===== config.mk =====
export PLATFORM = sky130hd
export DESIGN_NAME = pipeline_hazard_ctrl
export DESIGN_NICKNAME = d
export VERILOG_FILES = /design/src/rtl/hazard_pkg.sv /design/src/rtl/fwd_unit.sv /design/src/rtl/pipeline_hazard_ctrl.sv
export SDC_FILE = /design/constraint.sdc
export NUM_CORES = 1
export LEC_CHECK = 0
export ABC_AREA = 0
export CAP_MARGIN = 20
export CORE_UTILIZATION = 42
export CTS_CLUSTER_SIZE = 14
export DETAILED_ROUTE_END_ITERATION = 10
export GPL_TIMING_DRIVEN = 0
export PLACE_DENSITY = 0.82
export SETUP_SLACK_MARGIN = 0.02
export SYNTH_ARGS = -nofsm -noshare
export SYNTH_HDL_FRONTEND = slang
export SYNTH_SLANG_ARGS = --single-unit

===== constraint.sdc =====
create_clock -name clk -period 2.15 [get_ports clk]
set_input_delay 0.5375 -clock clk [delete_from_list [all_inputs] [get_ports clk]]
set_output_delay 0.5375 -clock clk [all_outputs]
set_load 0.02 [all_outputs]

===== src/rtl/hazard_pkg.sv =====
// Shared types for the hazard sequencer: controller states, opcodes, forward selects.
// Used by pipeline_hazard_ctrl and fwd_unit.
package hazard_pkg;

    typedef enum logic [2:0] {
        ST_RUN,
        ST_LD_STALL,
        ST_MEM_WAIT,
        ST_DRAIN,
        ST_HALTED
    } ctrl_state_e;

    localparam logic [3:0] OP_NOP  = 4'h0;
    localparam logic [3:0] OP_LOAD = 4'h4;
    localparam logic [3:0] OP_HALT = 4'hF;

    typedef enum logic [1:0] {
        FWD_RF    = 2'd0,
        FWD_EXMEM = 2'd1,
        FWD_MEMWB = 2'd2
    } fwd_sel_e;

    // The younger producer (EX) holds the newest value, so it wins.
    function automatic fwd_sel_e fwd_pick(input logic ex_hit, input logic mem_hit);
        if (ex_hit) begin
            return FWD_EXMEM;
        end
        if (mem_hit) begin
            return FWD_MEMWB;
        end
        return FWD_RF;
    endfunction

endpackage


===== src/rtl/fwd_unit.sv =====
// Source-operand compare against the EX and MEM producers.
// Pure combinational: forward selects plus aggregate hit flags.
module fwd_unit
    import hazard_pkg::*;
(
    input  logic [2:0] i_reg1,
    input  logic [2:0] i_reg2,
    input  logic       i_use1,
    input  logic       i_use2,
    input  logic [2:0] i_ex_dest,
    input  logic       i_ex_wr,
    input  logic [2:0] i_mem_dest,
    input  logic       i_mem_wr,
    output fwd_sel_e   o_fwd_a,
    output fwd_sel_e   o_fwd_b,
    output logic       o_ex_hit,
    output logic       o_mem_hit
);

    logic w_ex_a;
    logic w_ex_b;
    logic w_mem_a;
    logic w_mem_b;

    assign w_ex_a  = i_ex_wr  & (i_ex_dest  == i_reg1) & i_use1;
    assign w_ex_b  = i_ex_wr  & (i_ex_dest  == i_reg2) & i_use2;
    assign w_mem_a = i_mem_wr & (i_mem_dest == i_reg1) & i_use1;
    assign w_mem_b = i_mem_wr & (i_mem_dest == i_reg2) & i_use2;

    assign o_fwd_a   = fwd_pick(w_ex_a, w_mem_a);
    assign o_fwd_b   = fwd_pick(w_ex_b, w_mem_b);
    assign o_ex_hit  = w_ex_a | w_ex_b;
    assign o_mem_hit = w_mem_a | w_mem_b;

endmodule


===== src/rtl/pipeline_hazard_ctrl.sv =====
// Stall/flush/forward/halt sequencer for the 4-stage register chain of the 8-bit core.
// Macro FORWARDING_EN enables operand bypassing; without it every RAW hazard stalls.
module pipeline_hazard_ctrl
    import hazard_pkg::*;
#(
    parameter int DRAIN_CYC = 3,
    parameter int CNT_W     = 16
) (
    input  logic             clk,
    input  logic             reset,
    input  logic [2:0]       id_reg1,
    input  logic [2:0]       id_reg2,
    input  logic             id_use1,
    input  logic             id_use2,
    input  logic             id_is_halt,
    input  logic [3:0]       ex_opcode,
    input  logic [2:0]       ex_dest,
    input  logic             ex_writeReg,
    input  logic [2:0]       mem_dest,
    input  logic             mem_writeReg,
    input  logic [2:0]       wb_dest,
    input  logic             wb_writeReg,
    input  logic             branch_taken,
    input  logic             mem_busy,
    input  logic             resume,
    output logic             pc_en,
    output logic             ifid_en,
    output logic             idex_en,
    output logic             exmem_en,
    output logic             memwb_en,
    output logic             ifid_flush,
    output logic             idex_flush,
    output logic [1:0]       fwd_a_sel,
    output logic [1:0]       fwd_b_sel,
    output logic             halted,
    output logic [CNT_W-1:0] stall_cycles
);

    localparam int DW = (DRAIN_CYC < 2) ? 1 : $clog2(DRAIN_CYC + 1);

    ctrl_state_e      r_state;
    ctrl_state_e      r_saved;
    logic [DW-1:0]    r_drain;
    logic [CNT_W-1:0] r_stall;

    ctrl_state_e w_eff;
    fwd_sel_e    w_fwd_a;
    fwd_sel_e    w_fwd_b;
    logic        w_ex_hit;
    logic        w_mem_hit;
    logic        w_halt_st;
    logic        w_data_stall;
    logic        w_drain_go;
    logic        w_unused_sink;

    fwd_unit u_fwd (
        .i_reg1     (id_reg1),
        .i_reg2     (id_reg2),
        .i_use1     (id_use1),
        .i_use2     (id_use2),
        .i_ex_dest  (ex_dest),
        .i_ex_wr    (ex_writeReg),
        .i_mem_dest (mem_dest),
        .i_mem_wr   (mem_writeReg),
        .o_fwd_a    (w_fwd_a),
        .o_fwd_b    (w_fwd_b),
        .o_ex_hit   (w_ex_hit),
        .o_mem_hit  (w_mem_hit)
    );

    // A memory wait is transparent: once it clears, act as the interrupted state.
    assign w_eff      = (r_state == ST_MEM_WAIT) ? r_saved : r_state;
    assign w_halt_st  = (r_state == ST_HALTED);
    assign w_drain_go = (w_eff == ST_DRAIN) | id_is_halt;

`ifdef FORWARDING_EN
    localparam ctrl_state_e STALL_NEXT = ST_LD_STALL;
    assign w_data_stall  = (w_eff == ST_RUN) & w_ex_hit & (ex_opcode == OP_LOAD);
    assign fwd_a_sel     = reset ? 2'b00 : 2'(w_fwd_a);
    assign fwd_b_sel     = reset ? 2'b00 : 2'(w_fwd_b);
    assign w_unused_sink = ^{wb_dest, wb_writeReg, w_mem_hit};
`else
    localparam ctrl_state_e STALL_NEXT = ST_RUN;
    assign w_data_stall  = (w_eff == ST_RUN) & (w_ex_hit | w_mem_hit);
    assign fwd_a_sel     = 2'b00;
    assign fwd_b_sel     = 2'b00;
    assign w_unused_sink = ^{wb_dest, wb_writeReg, ex_opcode, w_fwd_a, w_fwd_b};
`endif

    assign halted       = ~reset & w_halt_st;
    assign stall_cycles = reset ? '0 : r_stall;

    always_comb begin
        pc_en      = 1'b1;
        ifid_en    = 1'b1;
        idex_en    = 1'b1;
        exmem_en   = 1'b1;
        memwb_en   = 1'b1;
        ifid_flush = 1'b0;
        idex_flush = 1'b0;
        if (reset) begin
            pc_en      = 1'b0;
            ifid_en    = 1'b0;
            idex_en    = 1'b0;
            exmem_en   = 1'b0;
            memwb_en   = 1'b0;
            ifid_flush = 1'b1;
            idex_flush = 1'b1;
        end else if (w_halt_st | mem_busy) begin
            pc_en    = 1'b0;
            ifid_en  = 1'b0;
            idex_en  = 1'b0;
            exmem_en = 1'b0;
            memwb_en = 1'b0;
        end else if (branch_taken) begin
            ifid_flush = 1'b1;
            idex_flush = 1'b1;
        end else if (w_data_stall) begin
            pc_en      = 1'b0;
            ifid_en    = 1'b0;
            idex_flush = 1'b1;
        end else if (w_drain_go) begin
            pc_en      = 1'b0;
            ifid_flush = 1'b1;
        end
    end

    always_ff @(posedge clk) begin
        if (reset) begin
            r_state <= ST_RUN;
            r_saved <= ST_RUN;
            r_drain <= '0;
            r_stall <= '0;
        end else begin
            if (!pc_en && !w_halt_st && (r_stall != {CNT_W{1'b1}})) begin
                r_stall <= r_stall + CNT_W'(1);
            end
            if (w_halt_st) begin
                if (resume) begin
                    r_state <= ST_RUN;
                end
            end else if (mem_busy) begin
                r_state <= ST_MEM_WAIT;
                r_saved <= w_eff;
            end else if (branch_taken) begin
                r_state <= ST_RUN;
                r_drain <= '0;
            end else if (w_data_stall) begin
                r_state <= STALL_NEXT;
            end else if (w_eff == ST_DRAIN) begin
                if (r_drain <= DW'(1)) begin
                    r_state <= ST_HALTED;
                    r_drain <= '0;
                end else begin
                    r_state <= ST_DRAIN;
                    r_drain <= r_drain - DW'(1);
                end
            end else if (id_is_halt) begin
                r_state <= ST_DRAIN;
                r_drain <= DW'(DRAIN_CYC);
            end else begin
                r_state <= ST_RUN;
            end
        end
    end

endmodule


==> results of run 1 <==
## how the worst min path moves through the flow
stage	end	depth (start not counted)	slack (ns)	from
after CTS	r_drain[0]$_SDFFE_PP0P_	2	0.51	r_drain[0]$_SDFFE_PP0P_
after global routing	r_stall[9]$_SDFFE_PP0P_	2	0.53	r_stall[9]$_SDFFE_PP0P_
after detailed placement	r_drain[0]$_SDFFE_PP0P_	2	0.49	r_drain[0]$_SDFFE_PP0P_
final	r_drain[0]$_SDFFE_PP0P_	2	0.50	r_drain[0]$_SDFFE_PP0P_
after floorplan	r_stall[15]$_SDFFE_PP0P_	2	0.47	r_stall[15]$_SDFFE_PP0P_
after global placement	r_drain[0]$_SDFFE_PP0P_	2	0.48	r_drain[0]$_SDFFE_PP0P_
## metrics by stage
step	util, %	worst slack, ns	instances	TNS, ns
after floorplan	-	-0.0269	221	-0.0507
after global placement	56.9	-1.20	315	-25.32
after detailed placement	56.9	-1.20	315	-26.18
after CTS	59.6	-0.296	325	-1.28
after global routing	63.6	-0.419	332	-2.19
final	63.6	-0.378	332	-1.26
## cells in the mapped netlist, drive strengths merged
master   instances
a211oi           1
a21oi           10
a222oi           2
a2bb2oi          1
a311oi           1
a31o             2
and2             5
and3             3
and3b            1
and4             3
buf             12
clkbuf           5
conb             1
dfxtp           24
ha               1
inv              7
mux2             6
nand2           21
nand2b           6
nand3            4
nand3b           2
nand4            5
nor2            19
nor2b           17
nor3             7
nor3b            2
nor4             2
o211a            1
o21a             1
o21ai           12
o21bai           1
o221ai           1
o22ai            1
o311a            2
o311ai           1
o31a             1
o31ai            2
o41ai            2
or2b             1
or3              4
or4              5
xnor2           13
## sequential cells by signal (all words and copies together), names as in the netlist
register,flops
r_saved,3
r_drain,2
r_stall,16
r_state,3
## final cells by class
cell class / instances / area [µm²]
tap: 50 / 62.6
buffer: 17 / 129
clock inverter: 1 / 30.0
timing repair buffer: 57 / 490
fill: 321 / 1460
clock buffer: 3 / 41.3
sequential: 24 / 483
multi-input combinational: 173 / 1280
inverter: 7 / 26.3
## where the power goes
| part | switching (mW) | total [mW] | internal, mW |
|---|---|---|---|
| Clock | 0.165 | 0.415 | 0.250 |
| Sequential | 0.00966 | 0.465 | 0.455 |
| Combinational | 0.143 | 0.281 | 0.137 |
## cell families (layout without fill, tap and decap cells)
kind of cell               count (synthesis)  after routing  share of synthesized area [%]
buffers and inverters                     24             85                           7.51
and+or+nand+nor                          107            107                           35.1
other                                      1              4                          0.214
adders and majority gates                  1              1                          0.715
xor gates and xnor gates                  13             13                           6.51
AOI/OAI and AO/OA                         42             42                           17.6
DFF                                       24             24                           27.5
muxes                                      6              6                           4.94
## cells in the final DEF, fill, tap and decap left out, types with 4 or more instances in the layout
master,synthesis,final
clkdlybuf4s50_1,0,4
nand3_1,4,4
xnor2_1,13,10
clkbuf_8,0,4
mux2_4,5,5
nand4_1,5,5
a21oi_1,10,9
nor2_1,18,15
inv_1,7,6
buf_2,3,8
or4_1,5,5
o21ai_0,10,9
nand2_1,19,18
conb_1,1,4
nor3_4,0,4
or3_1,4,4
buf_6,2,9
dfxtp_1,24,22
nor2b_1,17,16
and2_1,5,4
buf_4,6,21
nand2b_1,6,6
dlygate4sd2_1,0,18
## metal layers
metal  wire length (µm)  vias to the layer above  part of all wire, %  track usage (%)
met4                 97                        0                  2.0             6.65
met2               2410                       63                   49             33.2
met1               2100                      860                   43             29.2
li1                   -                      897                    -                -
met5                  0                        -                    0                0
met3                270                        8                  5.5             2.57
## worst max-delay path, delay by kind of cell
| family | cells | cell delay (ns) |
|---|---|---|
| compound gates | 3 | 0.57 |
| simple gates | 1 | 0.20 |
| buf+inv | 4 | 0.68 |
## repair_timing
| action | CTS | global route |
|---|---|---|
| buffers inserted | 6 | 7 |
| endpoints found under the setup margin | 40 | 32 |
| cloned | 0 | 1 |
| pin swaps | 11 | 13 |
| hold buffers | 0 | 0 |
| gates resized for setup | 117 | 31 |
==> reports/metrics.cfg, run 1 <==
[yosys]
yosysTopAreaCellShare_pct=27.5
synth.yosys.warnings=0
synth.area.top_cells=dfxtp_1 27%, xnor2_1 6.5%, nor2b_1 6.1%, mux2_4 4.3%, nand2_1 4.1%
ys_seq_elements=24
netlist_area_mm2=0.00175
syn_avg_cell_area_um2=8.02
seq_area_frac_synth_pct=27.5
yosysTopAreaCell=dfxtp_1
synth.distinct_cells=54
synthCells=218

[min_path]
min_path_type=reg2reg

[worst_setup_path]
crit_chain=dlygate4sd2_1 -> and4_4 -> o211a_1 -> a31o_1 -> buf_6 -> buf_4 -> o21ai_4 -> buf_6
cpPeakStageDelay_ns=0.27
criticalPathCategory=in2out
crit_path_end=ifid_flush
reg2reg_slack_ns=-0.02
reg2reg_from=r_saved[2]$_SDFFE_PP0P_
required_ns=1.61
worstPathMaxFanout=5
cp_common_cell=buf_6
cp-start-kind=input port
cp.arrival_ns=1.99
crit_start=id_use2
end_kind=output port
critPathSlowestCell=dlygate4sd2_1
r2r_end=r_stall[7]$_SDFFE_PP0P_
r2r_cells=8

[sta]
hold_violations=0
fin_crit_sh_pct=118
holdWs_ns=0.505
max_freq_mhz=396
setup_viol=7
period_minus_slack_ns=2.53
slew_violations=0
rsz0062_at_grt=true
fin_ws_ns=-0.378
skew_ns=0.00245

[clock_tree]
numClockSinks=24
numCtsBuffers=3
root_buffer=clkbuf_8
cts_tree=done
cts.clk_slew.worst_paths_ns=0.09
htreeDepth=1
clk_latency_ns=0.28
cts_buffer_depth=2

[power_and_ir_drop]
p_leak_nw=1.12
p_per_area_mw_per_mm2=456
irDropWorstVdd_mv=0.330
finalPower_mw=1.16

[final_layout]
final_area_mm2=0.00254
nets=314
syn_to_final_growth_pct=45.5
layout-drive-gt1-share_pct=31.2
diodes=0

[floorplan]
dieHeight_um=66.5
dieArea_mm2=0.00443
start_util_pct=43.7
core_mm2=0.00400
io_pins=58
die_w_um=66.5
rows=23

[place]
place_congestion=0.812
portBuffers=44
placed_cell_area_mm2=0.00228
hpwl_um=3180

[flow_run]
cap_viol_max_count=0

[route]
firstDrtPassIters=4
drc=0
wl_per_cell_um=14.7
ant_nets=0
drtIter0Drc=128
vias=1828
wl_um=4870
avgViaCountPerCell=5.51

[outcome]
status=complete, but fails checks
violations=negative setup slack

[global_routing]
grt_pass1_vias=1581
grt_max_degree=15
overflow=0
grt_pass1_wl_um=7200
antenna_found_initial=0
track_usage_pct=20.9

No activity file was read; power rests on OpenSTA's default activity.
==> run 2, diff against run 1 <==
Settings changed: PLACE_DENSITY 0.82 to 0.77, SKIP_CTS_REPAIR_TIMING set to 1.
==> run 2 against run 1 <==
Compared with the run above:
- the run still ends with negative setup slack left
- global-route usage decreased by 0.76 points
- final cell count decreased by 0.30%
- clock skew increased by 0.0077 ns
- sequential cell count unchanged
- sequential power about the same
- worst hold slack improved by 0.00070 ns
- non-clock buffer count decreased by 1
- critical path type is now reg2out
- routed wire length increased by 2.0%
- largest cell class unchanged
==> reports/metrics.cfg, run 2 (synthesis results as in run 1) <==
[outcome]
status=complete, but fails checks
violations=negative setup slack

[clock_tree]
cts.clk_slew.worst_paths_ns=0.09
numClockSinks=24
cts_tree=done
numCtsBuffers=3
cts_buffer_depth=2
clk_latency_ns=0.28
root_buffer=clkbuf_8
htreeDepth=1

[power_and_ir_drop]
p_leak_nw=1.45
pwr-share-clk_pct=30.2
switchingPower_uw=309
irDropWorstVdd_mv=0.359
finalPower_mw=1.07
p_int_uw=758
p_sw_share_pct=29.0
p_per_area_mw_per_mm2=405
seqPwrFrac_pct=43.6
comb_power_share_pct=26.2

[floorplan]
core_mm2=0.00400
dieArea_mm2=0.00443
die_w_um=66.5
io_pins=58
rows=23
dieHeight_um=66.5
start_util_pct=43.7

[place]
place_congestion=0.780
placed_cell_area_mm2=0.00228
placedCellCount=315
hpwl_um=3280
portBuffers=44
post-place-ws_ns=-1.25

[worst_setup_path]
cp.arrival_ns=1.92
worstPathMaxFanout=8
cp-start-kind=flop
critPathSlowestCell=dfxtp_2
cpPeakStageDelay_ns=0.34
crit_chain=o31a_1 -> nor3_4 -> o211a_1 -> a31o_1 -> buf_6 -> o21ai_2 -> and2_4 -> buf_6
critPathBufInv=2
required_ns=1.61
crit_family=compound AO/OA/AOI/OAI gates
criticalPathCategory=reg2out
cp_common_cell=buf_6
end_kind=output port

[final_layout]
regMostFlops=r_stall
instances_no_fill=331
final_common_cell=dlymetal6s2s_1
reg.largest.list=r_stall x16, r_saved x3, r_state x3
final_area_mm2=0.00263
diodes=0
syn_to_final_growth_pct=50.5
nets=313
fillCellCount=333
largest_reg_flops=16
final_cell_mix=27 x dlymetal6s2s_1, 22 x dfxtp_1, 19 x buf_4
final_core_util_pct=65.8
layout-drive-gt1-share_pct=29.5

[route]
avgViaCountPerCell=5.58
drc=0
firstDrtPassIters=4
vias=1848
drtIter0Drc=104
ant_nets=0
wl_um=4970
wl_per_cell_um=15.0

[global_routing]
grt_max_degree=14
grt_pass1_wl_um=6820
grt_pass1_vias=1497
track_usage_pct=20.2
overflow=0
antenna_found_initial=0

[sta]
fin_ws_ns=-0.312
rsz0062_at_grt=true
period_minus_slack_ns=2.46
slew_violations=0
max_freq_mhz=406
hold_violations=0
skew_ns=0.0102
setup_viol=9
fin_crit_sh_pct=114

[min_path]
min_path_type=reg2reg

[flow_run]
cap_viol_max_count=0

run 2: changes by cell type in the layout (fill, tap and decap cells not counted), sizes merged:
cell | previous run | this run
dlymetal6s2s | 0 | 27
dlygate4sd2 | 18 | 0
buf | 39 | 31
clkdlybuf4s15 | 6 | 0
clkbuf | 10 | 15
bufinv | 1 | 0
run 2: tightest hold or removal path, stage by stage, from the launching register on:
cell and delay [ns]:
dfxtp_1 0.32, inv_1 0.07, o22ai_1 0.08
run 2: power by group through the flow:
stage	combinational [mW]	clock [mW]	sequential (mW)
floorplan	0.146	0	0.472
global placement	0.237	0	0.474
detailed placement	0.240	0	0.475
CTS	0.242	0.321	0.464
global route	0.299	0.345	0.466
finish	0.280	0.322	0.465
run 2: final cells by class:
type / count / area (µm²) / area share (%)
plain buffers: 17 / 128 / 4.85
flip-flops and latches: 24 / 483 / 18.3
repair buffers: 56 / 578 / 22.0
multi-input cells: 173 / 1300 / 49.4
well taps: 50 / 62.6 / 2.38
inverters: 7 / 26.3 / 0.998
clock buffers: 4 / 55.1 / 2.09
run 2: worst paths after layout:
kind                                start                       to  slack, ns  cells past startpoint
setup / recovery  r_saved[2]$_SDFFE_PP0P_                    pc_en      -0.31                      8
hold / removal    r_drain[0]$_SDFFE_PP0P_  r_drain[0]$_SDFFE_PP0P_       0.51                      2
setup reg to reg  r_saved[2]$_SDFFE_PP0P_  r_stall[5]$_SDFFE_PP0P_      -0.05                      8
hold reg to reg   r_drain[0]$_SDFFE_PP0P_  r_drain[0]$_SDFFE_PP0P_       0.51                      2
run 2: routing by layer:
metal / routed length (µm) / global-route usage, %
met5: 0 / 0
met4: 42 / 6.38
met3: 280 / 3.60
met2: 2350 / 30.5
met1: 2290 / 28.6
run 2: per-stage QoR:
| stage | TNS (ns) | hold WS, ns |
|---|---|---|
| global route | -2.29 | 0.534 |
| finish | -1.23 | 0.505 |
| floorplan | -0.0507 | 0.467 |
| CTS | -21.48 | 0.508 |
| detailed placement | -26.83 | 0.495 |
| global placement | -26.89 | 0.484 |
==> run 3, diff against run 2 <==
Settings changed: SLEW_MARGIN set to 20.
==> results of run 3 <==
No change in the layout: final DEF, timing and power equal those of run 2.
